`config.mk`:
```
export PLATFORM = sky130hd
export DESIGN_NAME = i2c_host_engine
export DESIGN_NICKNAME = d
export VERILOG_FILES = /design/src/rtl/i2c_host_engine.sv
export SDC_FILE = /design/constraint.sdc
export NUM_CORES = 1
export LEC_CHECK = 0
export BUFFER_PORTS_ARGS = -buffer_cell sky130_fd_sc_hd__buf_4
export CAP_MARGIN = 20
export CORE_ASPECT_RATIO = 1.1
export CORE_MARGIN = 4
export CORE_UTILIZATION = 30
export CTS_BUF_LIST = sky130_fd_sc_hd__clkbuf_8
export DETAILED_ROUTE_END_ITERATION = 7
export GPL_TIMING_DRIVEN = 1
export PLACE_DENSITY_LB_ADDON = 0.3
export SYNTH_ARGS = -nofsm -noshare
export SYNTH_HDL_FRONTEND = slang
export SYNTH_SLANG_ARGS = --single-unit
```
`constraint.sdc`:
```
create_clock -name clock -period 6.6 [get_ports clock]
set_input_delay 0.66 -clock clock [delete_from_list [all_inputs] [get_ports clock]]
set_output_delay 0.66 -clock clock [all_outputs]
set_load 0.005 [all_outputs]
```
`src/rtl/i2c_host_engine.sv`:
```
// Single-master I2C host: turns one parallel request into a complete
// register write or register read transaction on open-drain SCL/SDA.
// Every bus step is four SCL quarters of CLK_DIV cycles each.
module i2c_host_engine #(
    parameter int CLK_DIV = 25
) (
    input  logic       clock,
    input  logic       reset,
    input  logic       start_req,
    input  logic       rw,
    input  logic [6:0] dev_addr,
    input  logic [7:0] reg_addr,
    input  logic [7:0] wdata,
    input  logic       sda_in,
    output logic       scl_low,
    output logic       sda_low,
    output logic       busy,
    output logic       done,
    output logic       ack_err,
    output logic [7:0] rdata
);
    typedef enum logic [2:0] {
        S_IDLE, S_START, S_TX, S_RESTART, S_RX, S_STOP, S_DONE
    } state_t;

    localparam logic [7:0] QMAX = 8'(CLK_DIV - 1);

    state_t     state, state_nx;
    logic [7:0] qcnt;
    logic [1:0] phase;
    logic [3:0] bit_cnt;    // 0..7 data bits, 8 = ACK slot
    logic [1:0] step;       // 0 addr+W, 1 reg, 2 wdata, 3 addr+R
    logic       rw_q;
    logic [6:0] dev_q;
    logic [7:0] reg_q, wdata_q, tx_sh, rx_sh;
    logic       q_last, bit_end, byte_end, active;

    assign q_last   = (qcnt == QMAX);
    assign bit_end  = q_last && (phase == 2'd3);
    assign byte_end = bit_end && (bit_cnt == 4'd8);
    assign active   = (state != S_IDLE) && (state != S_DONE);
    assign busy     = active;
    assign done     = (state == S_DONE);

    // State register
    always_ff @(posedge clock or posedge reset) begin
        if (reset) state <= S_IDLE;
        else       state <= state_nx;
    end

    // Quarter counter and q0..q3 phase; held at zero outside a transaction
    always_ff @(posedge clock or posedge reset) begin
        if (reset) begin
            qcnt  <= '0;
            phase <= '0;
        end else if (!active) begin
            qcnt  <= '0;
            phase <= '0;
        end else if (q_last) begin
            qcnt  <= '0;
            phase <= phase + 2'd1;
        end else begin
            qcnt  <= qcnt + 8'd1;
        end
    end

    // Request latch, byte shifters, bit/step sequencing, status
    always_ff @(posedge clock or posedge reset) begin
        if (reset) begin
            rw_q    <= 1'b0;
            dev_q   <= '0;
            reg_q   <= '0;
            wdata_q <= '0;
            tx_sh   <= '0;
            rx_sh   <= '0;
            bit_cnt <= '0;
            step    <= '0;
            ack_err <= 1'b0;
            rdata   <= '0;
        end else begin
            if (state == S_IDLE && start_req) begin
                rw_q    <= rw;
                dev_q   <= dev_addr;
                reg_q   <= reg_addr;
                wdata_q <= wdata;
                tx_sh   <= {dev_addr, 1'b0};
                step    <= '0;
                bit_cnt <= '0;
                ack_err <= 1'b0;
            end
            if ((state == S_TX || state == S_RX) && bit_end) begin
                if (bit_cnt == 4'd8) bit_cnt <= '0;
                else                 bit_cnt <= bit_cnt + 4'd1;
            end
            if (state == S_TX && bit_end) begin
                if (bit_cnt == 4'd8) begin
                    // ACK slot: queue the next byte; a read reloads at RESTART
                    step  <= step + 2'd1;
                    tx_sh <= (step == 2'd0) ? reg_q : wdata_q;
                    if (sda_in) ack_err <= 1'b1;
                end else begin
                    tx_sh <= {tx_sh[6:0], 1'b0};
                end
            end
            if (state == S_RESTART && bit_end) begin
                tx_sh <= {dev_q, 1'b1};
                step  <= 2'd3;
            end
            if (state == S_RX && bit_end && bit_cnt < 4'd8) begin
                rx_sh <= {rx_sh[6:0], sda_in};
                if (bit_cnt == 4'd7) rdata <= {rx_sh[6:0], sda_in};
            end
        end
    end

    // Next state and bus drive; SDA only moves while SCL is held low
    // except for the START/RESTART/STOP conditions
    always_comb begin
        state_nx = state;
        scl_low  = 1'b0;
        sda_low  = 1'b0;
        case (state)
            S_IDLE: begin
                if (start_req) state_nx = S_START;
            end
            S_START: begin
                sda_low = phase[1];
                scl_low = (phase == 2'd3);
                if (bit_end) state_nx = S_TX;
            end
            S_TX: begin
                scl_low = ~phase[1];
                sda_low = (bit_cnt == 4'd8) ? 1'b0 : ~tx_sh[7];
                if (byte_end) begin
                    if (sda_in) state_nx = S_STOP;
                    else begin
                        case (step)
                            2'd0:    state_nx = S_TX;
                            2'd1:    state_nx = rw_q ? S_RESTART : S_TX;
                            2'd2:    state_nx = S_STOP;
                            default: state_nx = S_RX;
                        endcase
                    end
                end
            end
            S_RESTART: begin
                scl_low = (phase == 2'd0) || (phase == 2'd3);
                sda_low = phase[1];
                if (bit_end) state_nx = S_TX;
            end
            S_RX: begin
                // Slave drives data; the 9th bit is left released as NACK
                scl_low = ~phase[1];
                if (byte_end) state_nx = S_STOP;
            end
            S_STOP: begin
                scl_low = (phase == 2'd0);
                sda_low = (phase != 2'd3);
                if (bit_end) state_nx = S_DONE;
            end
            S_DONE: begin
                state_nx = S_IDLE;
            end
            default: state_nx = S_IDLE;
        endcase
    end
endmodule

```
---- After elaboration in Yosys (flattened, before gate mapping) ----
Cells that the tools add are included.
Widths: inputs -> output; s select.
word-level totals
  register bits ........................... 67
  bits in latches ......................... 0
  RAM bits ................................ 0
  ROM bits ................................ 0
  input bits .............................. 28
  output and inout port bits .............. 13
  logic and storage cells ................. 93
  memories ................................ 0
operators by class
  add/subtract/negate cells ............... 4
  $mul .................................... 0
  divide/modulo/power cells ............... 0
  $lt $le $gt $ge ......................... 1
  equal/unequal tests ..................... 20
  shift-type cells ........................ 0
  mux-type cells .......................... 32
  bitwise logic cells ..................... 2
  reduce and logical (&&, ||, !) cells .... 21
operators by type and width
  kind                 count
  $mux 8               7
  $mux 3               6
  $pmux 3 s5           1
  $mux 2               6
  $mux 4               3
  $ne 2x2->1 const B   5
  $eq 3x3->1 const B   3
  $logic_and 1x1->1    9
  $pmux 3 s3           1
  $add 8x1->8 const B  1
  $eq 8x5->1 const B   1
  $eq 3x2->1 const B   2
  $mux 1               6
  $reduce_bool 3->1    2
  $reduce_and 5->1     1
  $add 2x1->2 const B  2
  $add 4x1->4 const B  1
  $eq 2x2->1 const B   2
  $eq 4x3->1 const B   1
  $eq 4x4->1 const B   1
  $logic_not 2->1      2
  $lt 4x4->1 const B   1
  $ne 2x1->1 const B   2
  $pmux 1 s4           1
  other kinds (10)     13

---- Longest topological paths before layout ----
Gate-level depths: netlist of run 1.
  depth in word-level cells ............... 6
  depth in mapped cells ................... 7
  mapped depth without buffers ............ 6

---- Least setup slack after synthesis of run 1 ----
No wires, ideal clock.
  kind .................................... register to register
  from .................................... reg qcnt[0]
  to ...................................... reg rdata[0]
  library setup time ...................... 0.125 ns
  data arrival time ....................... 2.244 ns
  path slack .............................. 4.231 ns
  stages on the path, launching flop included .. 8
  buffers on the path ..................... 1
  period minus slack after synthesis ...... 2.369 ns
  cells stage by stage .................... dfrtp_1 -> inv_1 -> ha_1 -> or4b_4 -> or4b_1 -> buf_6 -> nor2_8 -> mux2_2
on the way
  word-level cells in the longest chain between the ends .. 5
RTL lines
  what                            RTL line  text
  start, declared                 29        logic [7:0] qcnt;
  start signal, assigned          63        qcnt <= qcnt + 8'd1;
  $eq 8x5->1                      38        assign q_last = (qcnt == QMAX);
  $logic_and 1x1->1               39        assign bit_end = q_last && (phase == 2'd3);
  $logic_and 1x1->1 (2 in a row)  109       if (state == S_RX && bit_end && bit_cnt < 4'd8) begin
  $reduce_and 2->1 (no line)      --
  end signal, assigned            111       if (bit_cnt == 4'd7) rdata <= {rx_sh[6:0], sda_in};
  end, declared                   20        output logic [7:0] rdata
No other way between the ends.
A chain may end at the register's enable or synchronous reset.

---- Final worst setup path of run 1 ----
  from .................................... reg state[0]
  to ...................................... out sda_low
on the way
  word-level cells in the longest chain between the ends .. 3
RTL lines
  what                                             RTL line  text
  start, declared                                  28        state_t state, state_nx;
  start signal, assigned                           48        else state <= state_nx;
  $eq 3x2->1 / $eq 3x1->1 (equally long branches)  122       case (state)
  $reduce_or 2->1 (no line)                        --
  $pmux 1 s3 (*)                                   122
  end, declared                                    16        output logic sda_low,
Every way passes the cells marked *; elsewhere a longest branch is shown, timed or not.

==> run_summary.xml, run 1 <==
<?xml version="1.0" encoding="UTF-8"?>
<metrics>
  <group name="run_status">
    <metric name="run_status" unit="">complete, no violations</metric>
  </group>
  <group name="power_and_ir_drop">
    <metric name="irDropWorstVdd" unit="mV">0.09832</metric>
    <metric name="power.static_leakage" unit="uW">0.001964</metric>
    <metric name="power_density" unit="mW/mm^2">211.4</metric>
  </group>
  <group name="clocking">
    <metric name="post-cts-setup-buffers" unit="">0</metric>
    <metric name="post_cts.resized_instances" unit="">0</metric>
    <metric name="clock_insertion_delay_worst_skew" unit="ps">350</metric>
    <metric name="cts_hold_repair.buffers" unit="">0</metric>
    <metric name="cts-htree-levels" unit="">3</metric>
    <metric name="clock_edge_transition_at_the_registers_on_the_reported_setup_and_hold_paths" unit="ps">70</metric>
    <metric name="cts_num_sinks" unit="">67</metric>
    <metric name="root_buffer" unit="">sky130_fd_sc_hd__clkbuf_8</metric>
    <metric name="cts_tree" unit="">done</metric>
    <metric name="max-clock-path-buffers" unit="">2</metric>
    <metric name="cts-buffers-inserted" unit="">9</metric>
  </group>
  <group name="final_layout">
    <metric name="layout.nets" unit="">403</metric>
    <metric name="layout-drive-gt1-share" unit="%">22.70</metric>
    <metric name="mostFrequentLayoutCells" unit="">sky130_fd_sc_hd__dfrtp_1 (67), sky130_fd_sc_hd__nand2_1 (64), sky130_fd_sc_hd__buf_4 (43)</metric>
    <metric name="final_common_cell" unit="">sky130_fd_sc_hd__dfrtp_1</metric>
    <metric name="area.growth.synth_to_final" unit="%">19.74</metric>
    <metric name="post-route-cell-area" unit="sq mm">0.004000</metric>
    <metric name="finalCoreUtilization" unit="%">36.66</metric>
    <metric name="insertedDiodeCount" unit="">0</metric>
  </group>
  <group name="timing">
    <metric name="slew_viol_final" unit="">0</metric>
    <metric name="grt_setup_unrepaired" unit="">no</metric>
    <metric name="final.setup.worst_slack" unit="ps">3791</metric>
    <metric name="period_needed" unit="ps">2809</metric>
    <metric name="finalClockSkew" unit="ps">9.706</metric>
    <metric name="slew_headroom" unit="%">29.11</metric>
    <metric name="achievable-frequency" unit="GHz">0.3560</metric>
    <metric name="timing_hold_violations_final" unit="">0</metric>
    <metric name="finalCritPeriodShare" unit="%">42.55</metric>
    <metric name="setup_viol" unit="">0</metric>
    <metric name="max_slew.worst_pin.slew" unit="ps">1063</metric>
    <metric name="setup_total_negative_slack" unit="ps">0</metric>
  </group>
  <group name="route">
    <metric name="initialDrtViolationCount" unit="">103</metric>
    <metric name="routed_via_density" unit="">4.754</metric>
    <metric name="postRouteWirelength" unit="microns">7286</metric>
    <metric name="route.detailed.drc" unit="">0</metric>
    <metric name="drtAntennaViolNets" unit="">0</metric>
    <metric name="avgRoutedWirePerCell" unit="microns">14.09</metric>
    <metric name="number_of_vias_after_detailed_routing" unit="">2458</metric>
    <metric name="detail_route.first_pass.iterations" unit="">4</metric>
  </group>
  <group name="setup_path">
    <metric name="cp-end-kind" unit="">output port</metric>
    <metric name="timing.critical_path.required" unit="ps">5940</metric>
    <metric name="crit_path_max_fanout" unit="">32</metric>
    <metric name="reg2reg_depth" unit="">6</metric>
    <metric name="worstReg2RegStart" unit="">qcnt[0]</metric>
    <metric name="worstPathArrival" unit="ps">2150</metric>
    <metric name="criticalPathCategory" unit="">reg -&gt; out</metric>
    <metric name="critPathLaunch" unit="">state[0]</metric>
    <metric name="critical_path.startpoint_type" unit="">flop</metric>
  </group>
  <group name="synth">
    <metric name="synthDominantCellAreaShare" unit="%">50.19</metric>
    <metric name="syn_area" unit="sq mm">0.003341</metric>
    <metric name="synth_ff_type" unit="">sky130_fd_sc_hd__dfrtp_1</metric>
    <metric name="yosysWarnings" unit="">0</metric>
    <metric name="number_of_synthesized_register_bits" unit="">67</metric>
    <metric name="synth_simple_gate_area_share" unit="%">21.54</metric>
    <metric name="synth.top_cells.by_area" unit="">sky130_fd_sc_hd__dfrtp_1 (50%), sky130_fd_sc_hd__nand2_1 (7.2%), sky130_fd_sc_hd__mux2_2 (5.7%), sky130_fd_sc_hd__ha_1 (3.7%), sky130_fd_sc_hd__a221o_1 (2.7%)</metric>
    <metric name="async_reset_ff_share" unit="%">100.0</metric>
    <metric name="synth.yosys.seq_area_share" unit="%">50.19</metric>
    <metric name="synth.largest_area_cell" unit="">sky130_fd_sc_hd__dfrtp_1</metric>
    <metric name="synth_enable_flop_cells" unit="">0</metric>
    <metric name="net_count_synth" unit="">366</metric>
    <metric name="synthAdderAreaFrac" unit="%">3.745</metric>
    <metric name="synthesis.instances" unit="">328</metric>
    <metric name="avgSynthCellArea" unit="sq um">10.19</metric>
    <metric name="mux_cell_area_share_after_synthesis" unit="%">6.629</metric>
    <metric name="yosys.area_share.xor_xnor" unit="%">2.097</metric>
    <metric name="area_fraction_in_compound_gates_after_synthesis" unit="%">12.10</metric>
    <metric name="main_combinational_cell_family_by_area_after_synthesis" unit="">simple AND/OR/NAND/NOR gates</metric>
    <metric name="netlist-cell-type-count" unit="">47</metric>
  </group>
  <group name="floorplan">
    <metric name="die_height" unit="microns">118.7</metric>
    <metric name="die_width" unit="microns">108.6</metric>
    <metric name="io_pins" unit="">41</metric>
    <metric name="row_cnt" unit="">40</metric>
    <metric name="coreArea" unit="sq mm">0.01091</metric>
    <metric name="initial_utilization" unit="%">30.62</metric>
    <metric name="die_ar" unit="sq mm">0.01289</metric>
  </group>
  <group name="flow_run">
    <metric name="max_cap_viol_count" unit="">0</metric>
  </group>
  <group name="worst_hold_path">
    <metric name="hp-class" unit="">reg -&gt; reg</metric>
    <metric name="hold_depth" unit="">2</metric>
    <metric name="hp-start" unit="">wdata_q[3]</metric>
  </group>
  <group name="place">
    <metric name="gp_congestion" unit="">0.7761</metric>
    <metric name="detailedPlace.worstSlack" unit="ps">3938</metric>
    <metric name="numPortBuffers" unit="">40</metric>
    <metric name="detailed_place.area" unit="sq mm">0.003782</metric>
    <metric name="dp_hpwl" unit="microns">4940</metric>
  </group>
  <group name="global_route">
    <metric name="first_pass_grt_wire_length" unit="microns">12230</metric>
    <metric name="number_of_global_route_vias_before_repair" unit="">2540</metric>
    <metric name="antenna_violations_before_repair" unit="">0</metric>
    <metric name="globalRouteOverflowTotal" unit="">0</metric>
    <metric name="grt_usage" unit="%">11.98</metric>
    <metric name="maximum_number_of_pins_on_one_net_before_global_route_repair" unit="">68</metric>
  </group>
</metrics>
## metal layers
layer  vias to the layer above  track usage [%]  part of all wire, %
li1                       1212                -                    -
met1                      1184            16.51                   49
met2                        57            18.08                   46
met3                         5            3.878                  4.6
met4                         0            3.078                 0.84
met5                         -                0                    0
## critical path, cell delays in order (launching register included)
cell,delay [ps]
sky130_fd_sc_hd__dfrtp_1,780
sky130_fd_sc_hd__nor3b_1,550
sky130_fd_sc_hd__nand2_1,100
sky130_fd_sc_hd__o2bb2ai_1,240
sky130_fd_sc_hd__buf_4,150
## final timing paths
kind	endpoint	slack [ps]
max	sda_low	3790
min	wdata_q[3]	470
max reg2reg	rdata[3]	3950
min reg2reg	wdata_q[3]	470
max in group asynchronous	step[0]	5480
min in group asynchronous	rx_sh[4]	570
## registers in the layout, summed over array words and instances, names as in the netlist, 3 cells and up
name and flops:
qcnt 8, rdata 8, reg_q 8, tx_sh 8, wdata_q 8, dev_q 7
rx_sh 7, bit_cnt 4, state 3
## power by group
part           internal (uW)  switching, uW  total, uW
Sequential               421           6.11        427
Combinational           21.0           20.0       41.0
Clock                    212            166        378
Total                    654            192        846
## cells by family after synthesis
family,after synthesis
AOI/OAI and AO/OA,52
xor gates and xnor gates,8
adders and majority gates,10
buffers and inverters,31
DFF,67
muxes,20
and+or+nand+nor,140
## per-stage QoR
step	hold slack, ps	cells	total power [uW]
floorplan	437.9	328	456.4
global route	482.1	517	883.1
CTS	477.7	517	859.0
global placement	458.3	501	476.2
detailed placement	458.1	501	477.3
finish	472.0	517	845.7
## Yosys cell counts (2+ instances only)
library cell	count
sky130_fd_sc_hd__xor2_1	3
sky130_fd_sc_hd__a21oi_1	4
sky130_fd_sc_hd__ha_1	10
sky130_fd_sc_hd__nor2b_1	9
sky130_fd_sc_hd__a211oi_1	7
sky130_fd_sc_hd__clkbuf_1	15
sky130_fd_sc_hd__xnor2_1	5
sky130_fd_sc_hd__a221o_1	9
sky130_fd_sc_hd__nand2b_1	2
sky130_fd_sc_hd__a21o_1	9
sky130_fd_sc_hd__o31ai_1	9
sky130_fd_sc_hd__inv_1	14
sky130_fd_sc_hd__nor4b_1	3
sky130_fd_sc_hd__o21ai_0	2
sky130_fd_sc_hd__nor3_1	6
sky130_fd_sc_hd__nand2_1	64
sky130_fd_sc_hd__nand3_1	7
sky130_fd_sc_hd__and2_1	7
sky130_fd_sc_hd__or2_2	2
sky130_fd_sc_hd__o2bb2ai_1	3
sky130_fd_sc_hd__mux2_2	17
sky130_fd_sc_hd__and4b_1	2
sky130_fd_sc_hd__and3b_1	3
sky130_fd_sc_hd__dfrtp_1	67
sky130_fd_sc_hd__mux2i_1	3
sky130_fd_sc_hd__nor2_1	24
sky130_fd_sc_hd__o22ai_1	2
## layout make-up
type	count	area [sq um]
clock inverter	7	93.84
timing repair buffer	43	322.8
sequential	67	1677
inverter	14	52.55
clock buffer	9	123.9
multi-input combinational	230	1546
fill	1139	6910
tap	147	183.9
Power figures use the tool's default switching activity.
==> run 2, diff against run 1 <==
--- a/config.mk
+++ b/config.mk
@@ -5,6 +5,7 @@
 export SDC_FILE = /design/constraint.sdc
 export NUM_CORES = 1
 export LEC_CHECK = 0
+export ABC_AREA = 1
 export BUFFER_PORTS_ARGS = -buffer_cell sky130_fd_sc_hd__buf_4
 export CAP_MARGIN = 20
 export CORE_ASPECT_RATIO = 1.1
==> constraint.sdc (replaced) <==
create_clock -name clock -period 2.35 [get_ports clock]
set_input_delay 0.235 -clock clock [delete_from_list [all_inputs] [get_ports clock]]
set_output_delay 0.235 -clock clock [all_outputs]
set_load 0.005 [all_outputs]
==> run_summary.xml, run 2 <==
<?xml version="1.0" encoding="UTF-8"?>
<metrics>
  <group name="run_status">
    <metric name="run_status" unit="">complete, no violations</metric>
  </group>
  <group name="power_and_ir_drop">
    <metric name="power_density" unit="mW/mm^2">908.2</metric>
    <metric name="seq_power_share" unit="%">43.0</metric>
    <metric name="power.static_leakage" unit="uW">0.002303</metric>
    <metric name="power_share_of_the_combinational_group" unit="%">33.4</metric>
    <metric name="finalPower" unit="uW">3907</metric>
    <metric name="pwr-share-clk" unit="%">23.6</metric>
    <metric name="irDropWorstVdd" unit="mV">0.4790</metric>
    <metric name="internal_power" unit="uW">2443</metric>
    <metric name="power.share.switching" unit="%">37.47</metric>
    <metric name="net_switching_power" unit="uW">1464</metric>
  </group>
  <group name="synth">
    <metric name="synth_common_cells" unit="">sky130_fd_sc_hd__nand2_1 (159), sky130_fd_sc_hd__dfrtp_1 (67), sky130_fd_sc_hd__inv_1 (63)</metric>
    <metric name="number_of_synthesized_register_bits" unit="">67</metric>
    <metric name="synthesis.instances" unit="">463</metric>
    <metric name="synth.yosys.seq_area_share" unit="%">45.98</metric>
    <metric name="net_count_synth" unit="">501</metric>
    <metric name="post-synth-top-count-cell" unit="">sky130_fd_sc_hd__nand2_1</metric>
    <metric name="synth.largest_area_cell" unit="">sky130_fd_sc_hd__dfrtp_1</metric>
    <metric name="synth.top_cells.by_area" unit="">sky130_fd_sc_hd__dfrtp_1 (46%), sky130_fd_sc_hd__nand2_1 (16%), sky130_fd_sc_hd__inv_1 (6.5%), sky130_fd_sc_hd__nand3_1 (4.3%), sky130_fd_sc_hd__o21ai_0 (3.7%)</metric>
    <metric name="netlist-cell-type-count" unit="">37</metric>
    <metric name="synth_ff_type" unit="">sky130_fd_sc_hd__dfrtp_1</metric>
    <metric name="syn_area" unit="sq mm">0.003646</metric>
    <metric name="avgSynthCellArea" unit="sq um">7.875</metric>
    <metric name="synthDominantCellAreaShare" unit="%">45.98</metric>
    <metric name="synth_enable_flop_cells" unit="">0</metric>
    <metric name="yosysWarnings" unit="">0</metric>
    <metric name="async_reset_ff_share" unit="%">100.0</metric>
  </group>
  <group name="setup_path">
    <metric name="rr_endpoint" unit="">tx_sh[3]</metric>
    <metric name="timing.critical_path.slowest_cell_delay" unit="ps">510</metric>
    <metric name="worstReg2RegStart" unit="">qcnt[0]</metric>
    <metric name="worstPathArrival" unit="ps">1870</metric>
    <metric name="critPathLaunch" unit="">state[2]</metric>
    <metric name="criticalPathCategory" unit="">reg -&gt; out</metric>
    <metric name="reg2reg_depth" unit="">11</metric>
    <metric name="cp-end-kind" unit="">output port</metric>
    <metric name="crit_path_max_fanout" unit="">13</metric>
    <metric name="timing.critical_path.required" unit="ps">2120</metric>
    <metric name="reg2reg_slack" unit="ps">540</metric>
    <metric name="sequence_of_cells_on_the_critical_path" unit="">inv_2 -&gt; nand2_4 -&gt; nor2_4 -&gt; inv_2 -&gt; nand2_4 -&gt; nand2_1 -&gt; o2111ai_1 -&gt; buf_4</metric>
    <metric name="cpMaxStageDelayCell" unit="">sky130_fd_sc_hd__dfrtp_1</metric>
    <metric name="endpoint" unit="">scl_low</metric>
    <metric name="critical_path.startpoint_type" unit="">flop</metric>
  </group>
  <group name="flow_run">
    <metric name="max_cap_viol_count" unit="">0</metric>
  </group>
  <group name="timing">
    <metric name="hold_ws" unit="ps">92.96</metric>
    <metric name="slew_viol_final" unit="">0</metric>
    <metric name="timing_hold_violations_final" unit="">0</metric>
    <metric name="period_needed" unit="ps">2105</metric>
    <metric name="setup_total_negative_slack" unit="ps">0</metric>
    <metric name="slew_headroom" unit="%">64.71</metric>
    <metric name="grt_setup_unrepaired" unit="">no</metric>
    <metric name="finalClockSkew" unit="ps">10.86</metric>
    <metric name="achievable-frequency" unit="GHz">0.4750</metric>
    <metric name="finalCritPeriodShare" unit="%">89.58</metric>
    <metric name="setup_viol" unit="">0</metric>
    <metric name="max_slew.worst_pin.slew" unit="ps">529.4</metric>
  </group>
  <group name="final_layout">
    <metric name="layout.nets" unit="">548</metric>
    <metric name="final_common_cell" unit="">sky130_fd_sc_hd__nand2_1</metric>
    <metric name="post-route-cell-area" unit="sq mm">0.004302</metric>
    <metric name="fillers" unit="">1236</metric>
    <metric name="sequential_cell_area" unit="sq mm">0.001678</metric>
    <metric name="layout-drive-gt1-share" unit="%">19.10</metric>
    <metric name="area.growth.synth_to_final" unit="%">17.98</metric>
    <metric name="multi_input_area" unit="sq mm">0.001618</metric>
    <metric name="insertedDiodeCount" unit="">0</metric>
    <metric name="mostFrequentLayoutCells" unit="">sky130_fd_sc_hd__nand2_1 (159), sky130_fd_sc_hd__dfrtp_1 (66), sky130_fd_sc_hd__inv_1 (63)</metric>
  </group>
  <group name="floorplan">
    <metric name="io_pins" unit="">41</metric>
    <metric name="initial_utilization" unit="%">31.17</metric>
    <metric name="row_cnt" unit="">41</metric>
    <metric name="die_width" unit="microns">113.1</metric>
    <metric name="coreArea" unit="sq mm">0.01170</metric>
    <metric name="die_height" unit="microns">123.6</metric>
    <metric name="die_ar" unit="sq mm">0.01398</metric>
  </group>
  <group name="clocking">
    <metric name="clock_edge_transition_at_the_registers_on_the_reported_setup_and_hold_paths" unit="ps">70</metric>
    <metric name="cts_tree" unit="">done</metric>
    <metric name="max-clock-path-buffers" unit="">2</metric>
    <metric name="cts-htree-levels" unit="">3</metric>
    <metric name="cts-buffers-inserted" unit="">9</metric>
    <metric name="root_buffer" unit="">sky130_fd_sc_hd__clkbuf_8</metric>
    <metric name="cts_num_sinks" unit="">67</metric>
    <metric name="clock_insertion_delay_worst_skew" unit="ps">340</metric>
  </group>
  <group name="global_route">
    <metric name="globalRouteOverflowTotal" unit="">0</metric>
    <metric name="first_pass_grt_wire_length" unit="microns">14030</metric>
    <metric name="maximum_number_of_pins_on_one_net_before_global_route_repair" unit="">34</metric>
    <metric name="number_of_global_route_vias_before_repair" unit="">3057</metric>
    <metric name="antenna_violations_before_repair" unit="">0</metric>
    <metric name="grt_usage" unit="%">12.39</metric>
  </group>
  <group name="route">
    <metric name="drtAntennaViolNets" unit="">0</metric>
    <metric name="postRouteWirelength" unit="microns">8095</metric>
    <metric name="initialDrtViolationCount" unit="">115</metric>
    <metric name="detail_route.first_pass.iterations" unit="">4</metric>
    <metric name="number_of_vias_after_detailed_routing" unit="">3004</metric>
    <metric name="avgRoutedWirePerCell" unit="microns">12.21</metric>
    <metric name="routed_via_density" unit="">4.531</metric>
    <metric name="route.detailed.drc" unit="">0</metric>
  </group>
  <group name="place">
    <metric name="dp_hpwl" unit="microns">6036</metric>
    <metric name="numPortBuffers" unit="">40</metric>
    <metric name="gp_congestion" unit="">0.8455</metric>
    <metric name="detailed_place.area" unit="sq mm">0.004109</metric>
  </group>
  <group name="worst_hold_path">
    <metric name="hp-class" unit="">in -&gt; reg</metric>
    <metric name="hp-start" unit="">reg_addr[5]</metric>
  </group>
</metrics>
run 2: per-stage QoR:
step	std cells	util [%]	worst slack (ps)
after floorplan	463	-	431.8
after global placement	648	35.13	555.5
after detailed placement	648	35.13	529.2
after CTS	663	36.77	145.3
after global routing	663	36.78	61.15
final	663	36.78	244.8
run 2: layout make-up:
cell class	count	share of cell area (%)
well taps	150	4.363
clock inverters	4	1.018
repair buffers	50	8.784
multi-input cells	313	37.61
inverters	69	6.021
clock buffers	10	3.200
flip-flops and latches	67	39.01
run 2: worst min path at each step:
stage               depth (start not counted)       end
floorplan                                   2  reg_q[0]
global placement                            2   qcnt[6]
detailed placement                          2  rdata[3]
CTS                                         3  reg_q[5]
global route                                3  reg_q[7]
finish                                      3  reg_q[5]
run 2: cell families after synthesis:
kind of cell / synth area share, %
compound gates: 7.928
xor+xnor: 0.7208
fa+ha+maj: 3.432
buf+inv: 9.643
simple gates: 32.29
flops: 45.98
run 2: timing repair:
action | 4_1_cts | 5_1_grt
buffers inserted | 0 | 0
endpoints found under the hold margin | 20 | 0
resized for setup | 0 | 1
hold buffers | 1 | 0
endpoints found under the setup margin | 0 | 1
run 2: metal layers:
layer  share of wire, %  routed length, microns  GRT usage [%]  vias up
met3                4.1                     332          3.061       11
met4                1.4                     116          3.757        0
met5                  0                       0              0        -
li1                   -                       -              -     1539
met2                 50                    4038          21.74       64
met1                 45                    3607          15.09     1390
run 2: critical path: cells and delay by family, from the launching register on:
family | cells | cell delay [ps]
AO/OA/AOI/OAI | 1 | 70
AND/OR/NAND/NOR | 4 | 550
buffers and inverters | 3 | 380
flip-flops | 1 | 510
run 2: power by group through the flow:
stage	Sequential (uW)	Clock (uW)	Combinational (uW)
2_1_floorplan	1620	0	1010
5_1_grt	1720	1010	1500
3_3_place_gp	1690	0	1310
6_report	1680	921	1310
4_1_cts	1680	967	1340
3_5_place_dp	1700	0	1330
